[src/rtl/top_pkg.sv]
// rtl/top_pkg.sv - shared state type and default sizing for top_accumulator
//
// Purpose: common definitions imported by top_accumulator and cge_source.
//   state_t  : run-control FSM states (IDLE, RUN, DONE)
//   DEF_BITS : default operand width in bits
//   DEF_CGES : default number of operands summed per run
package top_pkg;

  typedef enum logic [1:0] {
    IDLE = 2'd0,
    RUN  = 2'd1,
    DONE = 2'd2
  } state_t;

  localparam int DEF_BITS = 32;
  localparam int DEF_CGES = 49;

endpackage

[src/rtl/cge_source.sv]
// rtl/cge_source.sv - operand generator: index counter, k+1 mapping, terminal flag
//
// Purpose: issues operand(k) = k+1 (truncated/zero-extended to BITS) for
// k = 0..CGES-1, one per clock while enabled. The operand is registered, so
// it is presented one cycle after the index that produced it.
// Ports:
//   clk     : clock, rising edge
//   rst     : asynchronous active-high reset
//   clear   : synchronous restart of the sequence at k = 0
//   enable  : advance one operand per clock
//   operand : registered operand value
//   valid   : operand holds a fresh value this cycle
//   last    : operand is operand(CGES-1)
module cge_source
  import top_pkg::*;
#(
  parameter int BITS = DEF_BITS,
  parameter int CGES = DEF_CGES
) (
  input  logic            clk,
  input  logic            rst,
  input  logic            clear,
  input  logic            enable,
  output logic [BITS-1:0] operand,
  output logic            valid,
  output logic            last
);

  // Index must be able to hold CGES itself, the "sequence exhausted" value.
  localparam int KW = $clog2(CGES + 1);
  localparam logic [KW-1:0] K_END  = KW'(CGES);
  localparam logic [KW-1:0] K_LAST = KW'(CGES - 1);

  logic [KW-1:0] k;
  logic [KW:0]   k_plus1;
  logic          adv;

  // Once all CGES operands are issued the counter parks at K_END, so a late
  // enable cycle cannot produce a spurious extra operand.
  assign adv     = enable && (k != K_END);
  assign k_plus1 = {1'b0, k} + {{KW{1'b0}}, 1'b1};

  always_ff @(posedge clk or posedge rst) begin
    if (rst) begin
      k       <= '0;
      operand <= '0;
      valid   <= 1'b0;
      last    <= 1'b0;
    end else if (clear) begin
      k     <= '0;
      valid <= 1'b0;
      last  <= 1'b0;
    end else begin
      valid <= adv;
      last  <= adv && (k == K_LAST);
      if (adv) begin
        operand <= BITS'(k_plus1);
        k       <= k_plus1[KW-1:0];
      end
    end
  end

endmodule

[src/rtl/top_accumulator.sv]
// rtl/top_accumulator.sv - run-controlled accumulator of the series 1..CGES
//
// Purpose: on a start request, sums CGES generated operands (one per clock)
// and loads the final sum into a result register, which holds until the
// next completed run or reset.
// Ports:
//   clk     : clock, rising edge
//   reset_n : asynchronous reset, ACTIVE HIGH despite the historical name
//   start   : run request, sampled only in IDLE
//   fin     : acknowledge, sampled only in DONE
//   result  : registered sum of the last completed run ($clog2(CGES)+BITS bits)
module top_accumulator
  import top_pkg::*;
#(
  parameter int BITS = DEF_BITS,
  parameter int CGES = DEF_CGES
) (
  input  logic                          clk,
  input  logic                          reset_n,
  input  logic                          start,
  input  logic                          fin,
  output logic [$clog2(CGES)+BITS-1:0]  result
);

  localparam int RW = $clog2(CGES) + BITS;

  state_t          state, state_nx;
  logic            src_clear, src_en;
  logic [BITS-1:0] op;
  logic            op_valid, op_last;
  logic [RW-1:0]   acc, acc_sum;
  logic            run_start, run_add, run_end;

  cge_source #(
    .BITS(BITS),
    .CGES(CGES)
  ) u_src (
    .clk    (clk),
    .rst    (reset_n),
    .clear  (src_clear),
    .enable (src_en),
    .operand(op),
    .valid  (op_valid),
    .last   (op_last)
  );

  always_ff @(posedge clk or posedge reset_n) begin
    if (reset_n) state <= IDLE;
    else         state <= state_nx;
  end

  always_comb begin
    state_nx  = state;
    src_clear = 1'b0;
    src_en    = 1'b0;
    case (state)
      IDLE: begin
        if (start) begin
          state_nx  = RUN;
          src_clear = 1'b1;
        end
      end
      RUN: begin
        src_en = 1'b1;
        if (op_valid && op_last) state_nx = DONE;
      end
      DONE: begin
        if (fin) state_nx = IDLE;
      end
      default: state_nx = IDLE;
    endcase
  end

  assign run_start = (state == IDLE) && start;
  assign run_add   = (state == RUN) && op_valid;
  assign run_end   = run_add && op_last;
  assign acc_sum   = acc + RW'(op);

  // result is written only with the completed sum, never a partial one.
  always_ff @(posedge clk or posedge reset_n) begin
    if (reset_n) begin
      acc    <= '0;
      result <= '0;
    end else begin
      if (run_start)    acc <= '0;
      else if (run_add) acc <= acc_sum;
      if (run_end) result <= acc_sum;
    end
  end

endmodule

[config.mk]
export PLATFORM = sky130hd
export DESIGN_NAME = top_accumulator
export DESIGN_NICKNAME = d
export VERILOG_FILES = /design/src/rtl/top_pkg.sv /design/src/rtl/cge_source.sv /design/src/rtl/top_accumulator.sv
export SDC_FILE = /design/constraint.sdc
export NUM_CORES = 1
export LEC_CHECK = 0
export CORE_MARGIN = 4
export CORE_UTILIZATION = 58
export CTS_CLUSTER_DIAMETER = 100
export DETAILED_ROUTE_END_ITERATION = 10
export GPL_TIMING_DRIVEN = 0
export PLACE_DENSITY = 0.8
export SETUP_SLACK_MARGIN = 0.05
export SLEW_MARGIN = 40
export SYNTH_ARGS = -nofsm -noshare
export SYNTH_HDL_FRONTEND = slang
export SYNTH_SLANG_ARGS = --single-unit
[constraint.sdc]
create_clock -name clk -period 4.15 [get_ports clk]
set_input_delay 0.83 -clock clk [delete_from_list [all_inputs] [get_ports clk]]
set_output_delay 0.83 -clock clk [all_outputs]
set_load 0.01 [all_outputs]
Word level (Yosys, flattened, before mapping). Index checks and enable logic that the tools add are counted.

Register bits: 93. Logic and storage cells: 41.

$add $sub $neg: 2. Eq/ne operators: 7. Mux-type cells: 13. Bitwise operators: 1. Reduce and logical (&&, ||, !) cells: 11.

Operators with widths (number): 2-to-1 mux 38 bit (2); adder 38 x 7 -> 38 bit (1); 2-to-1 mux 6 bit (2); adder 6 x 1 -> 7 bit (second input constant) (1); equality test 6 bit (second input constant) (1); logical AND 1 bit (6); 2-to-1 mux 2 bit (3); inequality test 2 bit (second input constant) (3); inequality test 6 bit (second input constant) (1); case mux 2 bit (3 select lines) (1); 2-to-1 mux 1 bit (5); nonzero test 2 bit (2); AND reduction 3 bit (1); equality test 2 x 1 -> 1 bit (second input constant) (1); equality test 2 bit (second input constant) (1); zero test 2 bit (1); AND reduction 2 bit (1); NOT 1 bit (1).

Longest topological paths before layout. Gate-level depths: netlist of run 1.

Depth in word-level cells: 5. Depth in mapped cells: 9. Depth with buffers taken out: 8.

Cells and area by module. Synthesis of run 1 repeated with hierarchy kept, for this count alone.

Cells, all modules: 608. Area total of the unflattened synthesis: 5550.3 um2.

Modules (own cells, without submodules): top_accumulator (instances 1, cells each 516, area an instance 4626.9 um2, sequential area each 1951.9 um2); cge_source (instances 1, cells each 92, area an instance 923.4 um2, sequential area each 375.4 um2).

Worst setup path after synthesis of run 1. No wires, ideal clock.

Kind: reg-to-reg. Start: reg u_src.operand[0]. End: reg acc[28]. Arrival time: 2.234 ns. Data required time: 4.081 ns. Path slack: 1.847 ns. Cell stages (with the launch flop): 10. Path buffers: 1. Clock period less this slack: 2.303 ns. Cell sequence: dfrtp_1 ha_1 inv_1 fa_1 nor2b_1 o31ai_4 a21o_1 buf_2 or4_1 nand3_1.

Cells in the longest elaborated chain, start to end: 3.

RTL lines: start: declaration (RTL line cge_source.sv:24) `output logic [BITS-1:0] operand,`; start signal: assignment (RTL line cge_source.sv:57) `operand <= BITS'(k_plus1);`; adder 38 x 7 -> 38 bit (RTL line top_accumulator.sv:77) `assign acc_sum = acc + RW'(op);`; 2-to-1 mux 38 bit (RTL line top_accumulator.sv:86) `else if (run_add) acc <= acc_sum;`; 2-to-1 mux 38 bit (RTL line top_accumulator.sv:85) `if (run_start) acc <= '0;`; end signal: assignment (RTL line top_accumulator.sv:86); end: declaration (RTL line top_accumulator.sv:31) `logic [RW-1:0] acc, acc_sum;`.

No other way between the ends. The select of a mux whose other input is x is not followed. A chain may end at the register's enable or synchronous reset.

Worst setup path in the final report of run 1.
Start: reg u_src.operand[0]. End: reg acc[36].

The elaborated chain is that of the path after synthesis.

==> results of run 1 <==
how the worst min path moves through the flow:
stage,from,endpoint,slack [ns],depth (start not counted)
after global placement,result[3],result[3],0.46,2
after floorplan,acc[2],acc[2],0.45,2
after detailed placement,result[24],result[24],0.47,2
after global routing,u_src.valid,state[0],0.50,1
final,result[11],result[11],0.48,2
after CTS,result[24],result[24],0.49,2
metrics by stage:
stage	hold WS, ns	area (um^2)	setup TNS [ns]	setup WS [ns]	std cells
6_report	0.4815	5754	0	1.373	692
5_1_grt	0.5024	5754	0	1.251	692
4_1_cts	0.4903	5754	0	1.432	692
3_5_place_dp	0.4700	5535	0	1.074	676
3_3_place_gp	0.4582	5503	-43.39	-0.4704	675
2_1_floorplan	0.4538	4961	0	0.8997	529
state kept, by name, summed over array words and instances, names as in the netlist:
signal,flops
acc,38
result,38
state,2
u_src.k,6
u_src.last,1
u_src.operand,7
u_src.valid,1
metal layers:
metal,track usage,vias to the layer above,part of all wire
li1,-,2057,-
met1,0.3645,2090,0.42
met2,0.3976,237,0.47
met3,0.05398,41,0.088
met4,0.1016,0,0.027
met5,0,-,0
layout make-up:
| cell class | instances | area [um^2] | area share |
|---|---|---|---|
| clock buffers | 12 | 165.2 | 0.02870 |
| clock inverters | 4 | 53.80 | 0.009350 |
| well taps | 105 | 131.4 | 0.02283 |
| inverters | 13 | 53.80 | 0.009350 |
| repair buffers | 42 | 437.9 | 0.07610 |
| flip-flops and latches | 93 | 2327 | 0.4044 |
| plain buffers | 34 | 145.1 | 0.02522 |
| multi-input cells | 389 | 2440 | 0.4240 |
where the power goes:
part / internal (uW) / switching [uW] / total (uW)
registers: 1230 / 285 / 1520
logic: 817 / 1130 / 1950
clock network: 330 / 327 / 657
total: 2380 / 1740 / 4120
synthesized netlist by cell type, types with 3 or more instances:
master | number | area, um^2
o211ai_1 | 5 | 37.54
buf_2 | 9 | 45.04
or2_2 | 3 | 18.77
a21o_1 | 5 | 37.54
xnor2_1 | 17 | 148.9
and4_1 | 4 | 35.03
ha_1 | 10 | 125.1
nor2b_1 | 3 | 18.77
a31oi_1 | 30 | 187.7
o21a_1 | 3 | 22.52
a21oi_1 | 17 | 85.08
o31ai_1 | 7 | 52.55
o21ai_0 | 62 | 310.3
a22o_1 | 7 | 61.31
and3_1 | 3 | 18.77
nand4_1 | 11 | 68.82
o21ai_1 | 3 | 15.01
or4_1 | 4 | 30.03
nor2_1 | 31 | 116.4
clkbuf_1 | 21 | 78.83
inv_1 | 13 | 48.80
and2_1 | 5 | 31.28
nand3_1 | 18 | 90.09
nand2_1 | 64 | 240.2
a41oi_1 | 7 | 61.31
xor2_1 | 11 | 96.34
dfrtp_1 | 93 | 2327
or3_1 | 15 | 93.84
nor4_1 | 5 | 31.28
worst max-delay path, stage by stage, from the launching register on:
cell,delay [ns]
dfrtp_1,0.39
ha_1,0.22
inv_1,0.07
fa_1,0.41
nor2b_1,0.29
o31ai_4,0.18
a21oi_1,0.44
buf_2,0.35
a41oi_1,0.14
a31oi_1,0.20
cells by family (layout without fill, tap and decap cells):
| logic type | after synthesis | count (layout) | share of synthesized area |
|---|---|---|---|
| adder cells (fa/ha/maj) | 11 | 11 | 0.02926 |
| AND/OR/NAND/NOR | 181 | 181 | 0.1861 |
| flip-flops | 93 | 93 | 0.4691 |
| buffers and inverters | 47 | 105 | 0.03909 |
| XOR/XNOR | 28 | 28 | 0.04943 |
| AO/OA/AOI/OAI | 169 | 169 | 0.2270 |
placed cells by master, fill, tap and decap left out, drive strengths merged, types with 3 or more instances in the layout:
cell           instances
a41oi                  7
xnor2                 17
xor2                  11
and4                   4
nand2                 64
a2111oi                3
dfrtp                 93
or3                   15
a21o                   5
nor4                   6
or4                    5
clkbuf                35
or2                    4
o211ai                 7
and3                   3
ha                    10
o31ai                  8
nor2                  31
a31oi                 30
clkdlybuf4s50         41
and2                   5
o21a                   3
a21oi                 17
nand3                 18
buf                   12
inv                   14
nor2b                  3
o21ai                 65
a22o                   7
nand4                 12
==> results.sh, run 1 <==
export IMPL_fin_crit_sh=0.6693
export IMPL_place_hpwl_um=8861
export IMPL_p_leak_uw=0.002334
export IMPL_post_cts_setup_buffers=0
export IMPL_syn_avg_cell_area_um2=9.378
export IMPL_insertedDiodeCount=0
export IMPL_drv_cap=0
export IMPL_max_slew_margin=0.3982
export IMPL_hold_path_class="reg -> reg"
export IMPL_status="complete, no violations"
export IMPL_ys_seq_area_frac=0.4691
export IMPL_cts_resized=0
export IMPL_core_area_um2=8258
export IMPL_grtUsageTotal=0.2598
export IMPL_die_w_um=100.5
export IMPL_setup_viol_count_final=0
export IMPL_synth_nets=544
export IMPL_finClkSkew_ns=0.01333
export IMPL_routabilityCongestion=0.9113
export IMPL_ctsHoldBuffers=0
export IMPL_worst_slew_pin_slew_ns=0.8994
export IMPL_vdd_drop_max_uv=461.3
export IMPL_required_ns=4.43
export IMPL_reg2reg_depth=9
export IMPL_cts_sinks=93
export IMPL_wire_per_inst_um=18.09
export IMPL_final_core_util=0.6968
export IMPL_critPathCaptureType="flip-flop"
export IMPL_min_period_ns=2.777
export IMPL_drc=0
export IMPL_reg2reg_from="u_src.operand[0]"
export IMPL_r2r_end="acc[36]"
export IMPL_syn_area_um2=4961
export IMPL_cp_startpoint="u_src.operand[0]"
export IMPL_synth_edf_count=0
export IMPL_first_pass_iters=5
export IMPL_startpoint_type="flip-flop"
export IMPL_grt_pass1_vias=4117
export IMPL_synthArstFlopShare=1.000
export IMPL_grt_max_degree=57
export IMPL_slew_viol_final=0
export IMPL_grt_pass1_wl_um=20570
export IMPL_port_buffers=41
export IMPL_hold_viol=0
export IMPL_rsz0062_at_grt="no"
export IMPL_cp_max_fo=10
export IMPL_worstPathArrival_ns=3.06
export IMPL_rrSetupSlack_ns=1.37
export IMPL_synth_ff_type="dfrtp_1"
export IMPL_synth_cell_types=61
export IMPL_synthCells=529
export IMPL_drt_vias_per_instance=6.395
export IMPL_cp_endpoint="acc[36]"
export IMPL_fp_dieArea_um2=10100
export IMPL_rows=33
export IMPL_nets=597
export IMPL_cts_buffers=9
export IMPL_die_y_um=100.5
export IMPL_antenna_found_initial=0
export IMPL_ys_warn_count=0
export IMPL_cts_max_path_buffers=2
export IMPL_root_buffer="clkbuf_8"
export IMPL_initial_utilization=0.6008
export IMPL_cts_tree="built"
export IMPL_htree_levels=3
export IMPL_path_clk_slew_ns=0.09
export IMPL_routed_wl_um=12520
export IMPL_nFillCells=686
export IMPL_ios=42
export IMPL_ys_ff_latch=93
export IMPL_initialDrtViolationCount=399
export IMPL_vias=4425
export IMPL_drive_gt1_frac=0.07666
export IMPL_fmax_mhz=360.0
export IMPL_grt_ovfl_total=0
export IMPL_clkLatencyLatePin_ns=0.37
export IMPL_power_density_nw_per_um2=716.7
export IMPL_area_growth_pct=15.99
export IMPL_postRouteAntennaNets=0
export IMPL_finalPower_uw=4124
export IMPL_crit_type="reg -> reg"
Note: power is estimated with default switching activity, not from simulation.
==> inputs of run 2 (changes only) <==
--- a/config.mk
+++ b/config.mk
@@ -6,11 +6,11 @@
 export NUM_CORES = 1
 export LEC_CHECK = 0
 export CORE_MARGIN = 4
-export CORE_UTILIZATION = 58
+export CORE_UTILIZATION = 53
 export CTS_CLUSTER_DIAMETER = 100
 export DETAILED_ROUTE_END_ITERATION = 10
 export GPL_TIMING_DRIVEN = 0
-export PLACE_DENSITY = 0.8
+export PLACE_DENSITY = 0.77
 export SETUP_SLACK_MARGIN = 0.05
 export SLEW_MARGIN = 40
 export SYNTH_ARGS = -nofsm -noshare
==> constraint.sdc (replaced) <==
create_clock -name clk -period 2.3 [get_ports clk]
set_input_delay 0.46 -clock clk [delete_from_list [all_inputs] [get_ports clk]]
set_output_delay 0.46 -clock clk [all_outputs]
set_load 0.01 [all_outputs]
==> run 2 against run 1 <==
Net effect: wire length grew 11%; setup slack lost 1.4 ns; flip-flop and latch count is the same; combinational power grew 120%; critical path depth grew 1; design area grew 11%; cell count grew 5.1%; sequential power grew 84%; via count grew 4.0%; critical path type unchanged; highest routed layer unchanged.
==> results.sh, run 2 (synthesis gave the netlist of run 1 again) <==
export IMPL_status="complete, no violations"
export IMPL_htree_levels=3
export IMPL_grt_busiest_layer="met2"
export IMPL_fin_crit_sh=0.9953
export IMPL_grt_pass1_wl_um=22140
export IMPL_reg_top3="acc: 38 flops, result: 38 flops, u_src.operand: 7 flops"
export IMPL_routabilityCongestion=0.8896
export IMPL_min_period_ns=2.289
export IMPL_fmax_mhz=436.9
export IMPL_power_density_nw_per_um2=1282
export IMPL_routed_wl_um=13950
export IMPL_worstPathArrival_ns=2.52
export IMPL_grt_pass1_vias=4395
export IMPL_p_leak_uw=0.002563
export IMPL_crit_chain="ha_4 > inv_2 > fa_2 > nor2b_4 > o31ai_4 > a21o_4 > buf_8 > buf_6 > o31ai_4 > a31oi_4"
export IMPL_rsz0062_at_grt="yes"
export IMPL_vias=4604
export IMPL_met2_usage=0.3923
export IMPL_required_ns=2.53
export IMPL_postRouteAntennaNets=0
export IMPL_nets=627
export IMPL_grt_use_met3=0.03953
export IMPL_crit_top_cell="o31ai_4"
export IMPL_cts_tree="built"
export IMPL_cp_max_fo=6
export IMPL_area_growth_pct=28.55
export IMPL_setup_viol_count_final=0
export IMPL_first_pass_iters=5
export IMPL_die_y_um=104.8
export IMPL_cts_max_path_buffers=2
export IMPL_drc=0
export IMPL_hold_path_class="in -> async"
export IMPL_insertedDiodeCount=0
export IMPL_grt_ovfl_total=0
export IMPL_root_buffer="clkbuf_8"
export IMPL_nFillCells=712
export IMPL_port_buffers=41
export IMPL_rows=35
export IMPL_core_area_um2=9196
export IMPL_startpoint_type="flip-flop"
export IMPL_critPathCaptureType="flip-flop"
export IMPL_max_slew_margin=0.5425
export IMPL_wire_per_inst_um=19.19
export IMPL_multiInputGateArea_um2=2756
export IMPL_layout_commonest_cell="dfrtp_1"
export IMPL_stdcell_count=727
export IMPL_worst_slew_pin_slew_ns=0.6862
export IMPL_grt_util_met1=0.3417
export IMPL_antenna_found_initial=0
export IMPL_fp_dieArea_um2=10970
export IMPL_vdd_drop_max_uv=758.7
export IMPL_slew_viol_final=0
export IMPL_dp_cells=685
export IMPL_clkLatencyLatePin_ns=0.36
export IMPL_place_hpwl_um=9133
export IMPL_cts_buffers=9
export IMPL_path_clk_slew_ns=0.09
export IMPL_finClkSkew_ns=0.01126
export IMPL_cpMaxStageDelayCell="dfrtp_1"
export IMPL_ctsHoldBuffers=0
export IMPL_drt_vias_per_instance=6.333
export IMPL_grt_max_degree=27
export IMPL_cpPeakStageDelay_ns=0.41
export IMPL_seqCellArea_um2=2327
export IMPL_drive_gt1_frac=0.1948
export IMPL_hold_viol=0
export IMPL_initial_utilization=0.5395
export IMPL_mostFrequentLayoutCells="dfrtp_1, nand2_1, o21ai_0"
export IMPL_die_w_um=104.8
export IMPL_hold_ws_ns=0.3600
export IMPL_initialDrtViolationCount=412
export IMPL_cts_sinks=93
export IMPL_ios=42
export IMPL_crit_type="reg -> reg"
export IMPL_grtUsageTotal=0.2472
export IMPL_drv_cap=0
-- run 2: metrics by stage --
step	total power [uW]	setup TNS, ns	util	cell area (um^2)	setup slack (ns)
finish	8179	0	0.6935	6377	0.01092
detailed placement	6247	-9.604	0.6102	5612	-0.3530
floorplan	4992	0	-	4967	0.06461
CTS	7708	0	0.6550	6023	0.01073
global route	8713	-0.1889	0.6935	6377	-0.05731
global placement	6072	-30.56	0.5999	5517	-0.2903
-- run 2: area by class of cell --
type | instances | area share
plain buffers | 33 | 0.03041
clock buffers | 12 | 0.02590
clock inverters | 3 | 0.003139
inverters | 13 | 0.008240
multi-input cells | 389 | 0.4322
flip-flops and latches | 93 | 0.3649
well taps | 111 | 0.02178
repair buffers | 73 | 0.1134
-- run 2: repair_timing --
item	in CTS	in global routing
buffers inserted	13	15
pin swaps	11	30
gates resized for setup	27	62
endpoints found under the setup margin	44	61
-- run 2: per-layer routing --
layer  part of all wire  routed length [um]
met1               0.41                5740
met2               0.48                6643
met3              0.081                1132
met4              0.031                 437
met5                  0                   0
-- run 2: final timing paths --
path                                        from         end  slack (ns)  cells past startpoint
min in group clk                      result[10]  result[10]        0.48                      2
max in group asynchronous                reset_n  result[29]        1.36                      4
worst max-delay path            u_src.operand[0]  result[34]        0.01                     10
worst min register to register        result[10]  result[10]        0.48                      2
worst max register to register  u_src.operand[0]  result[34]        0.01                     10
worst min-delay path                     reset_n      acc[8]        0.36                      2
-- run 2: worst max-delay path, delay by kind of cell, from the launching register on --
kind / cells / cell delay [ns]
AO/OA/AOI/OAI: 4 / 0.74
AND/OR/NAND/NOR: 1 / 0.16
buffers and inverters: 3 / 0.30
adder cells (fa/ha/maj): 2 / 0.55
flip-flops: 1 / 0.41
-- run 2: report_power, final --
part	switching (uW)	leakage (uW)	total [uW]	internal (uW)
clock	577	0.0000905	1050	475
sequential	569	0.00122	2790	2220
combinational	2310	0.00125	4330	2020
==> inputs of run 3 (changes only) <==
--- a/config.mk
+++ b/config.mk
@@ -16,3 +16,4 @@
 export SYNTH_ARGS = -nofsm -noshare
 export SYNTH_HDL_FRONTEND = slang
 export SYNTH_SLANG_ARGS = --single-unit
+export TNS_END_PERCENT = 100
==> results of run 3 <==
No change in the layout: final DEF, timing and power equal those of run 2.
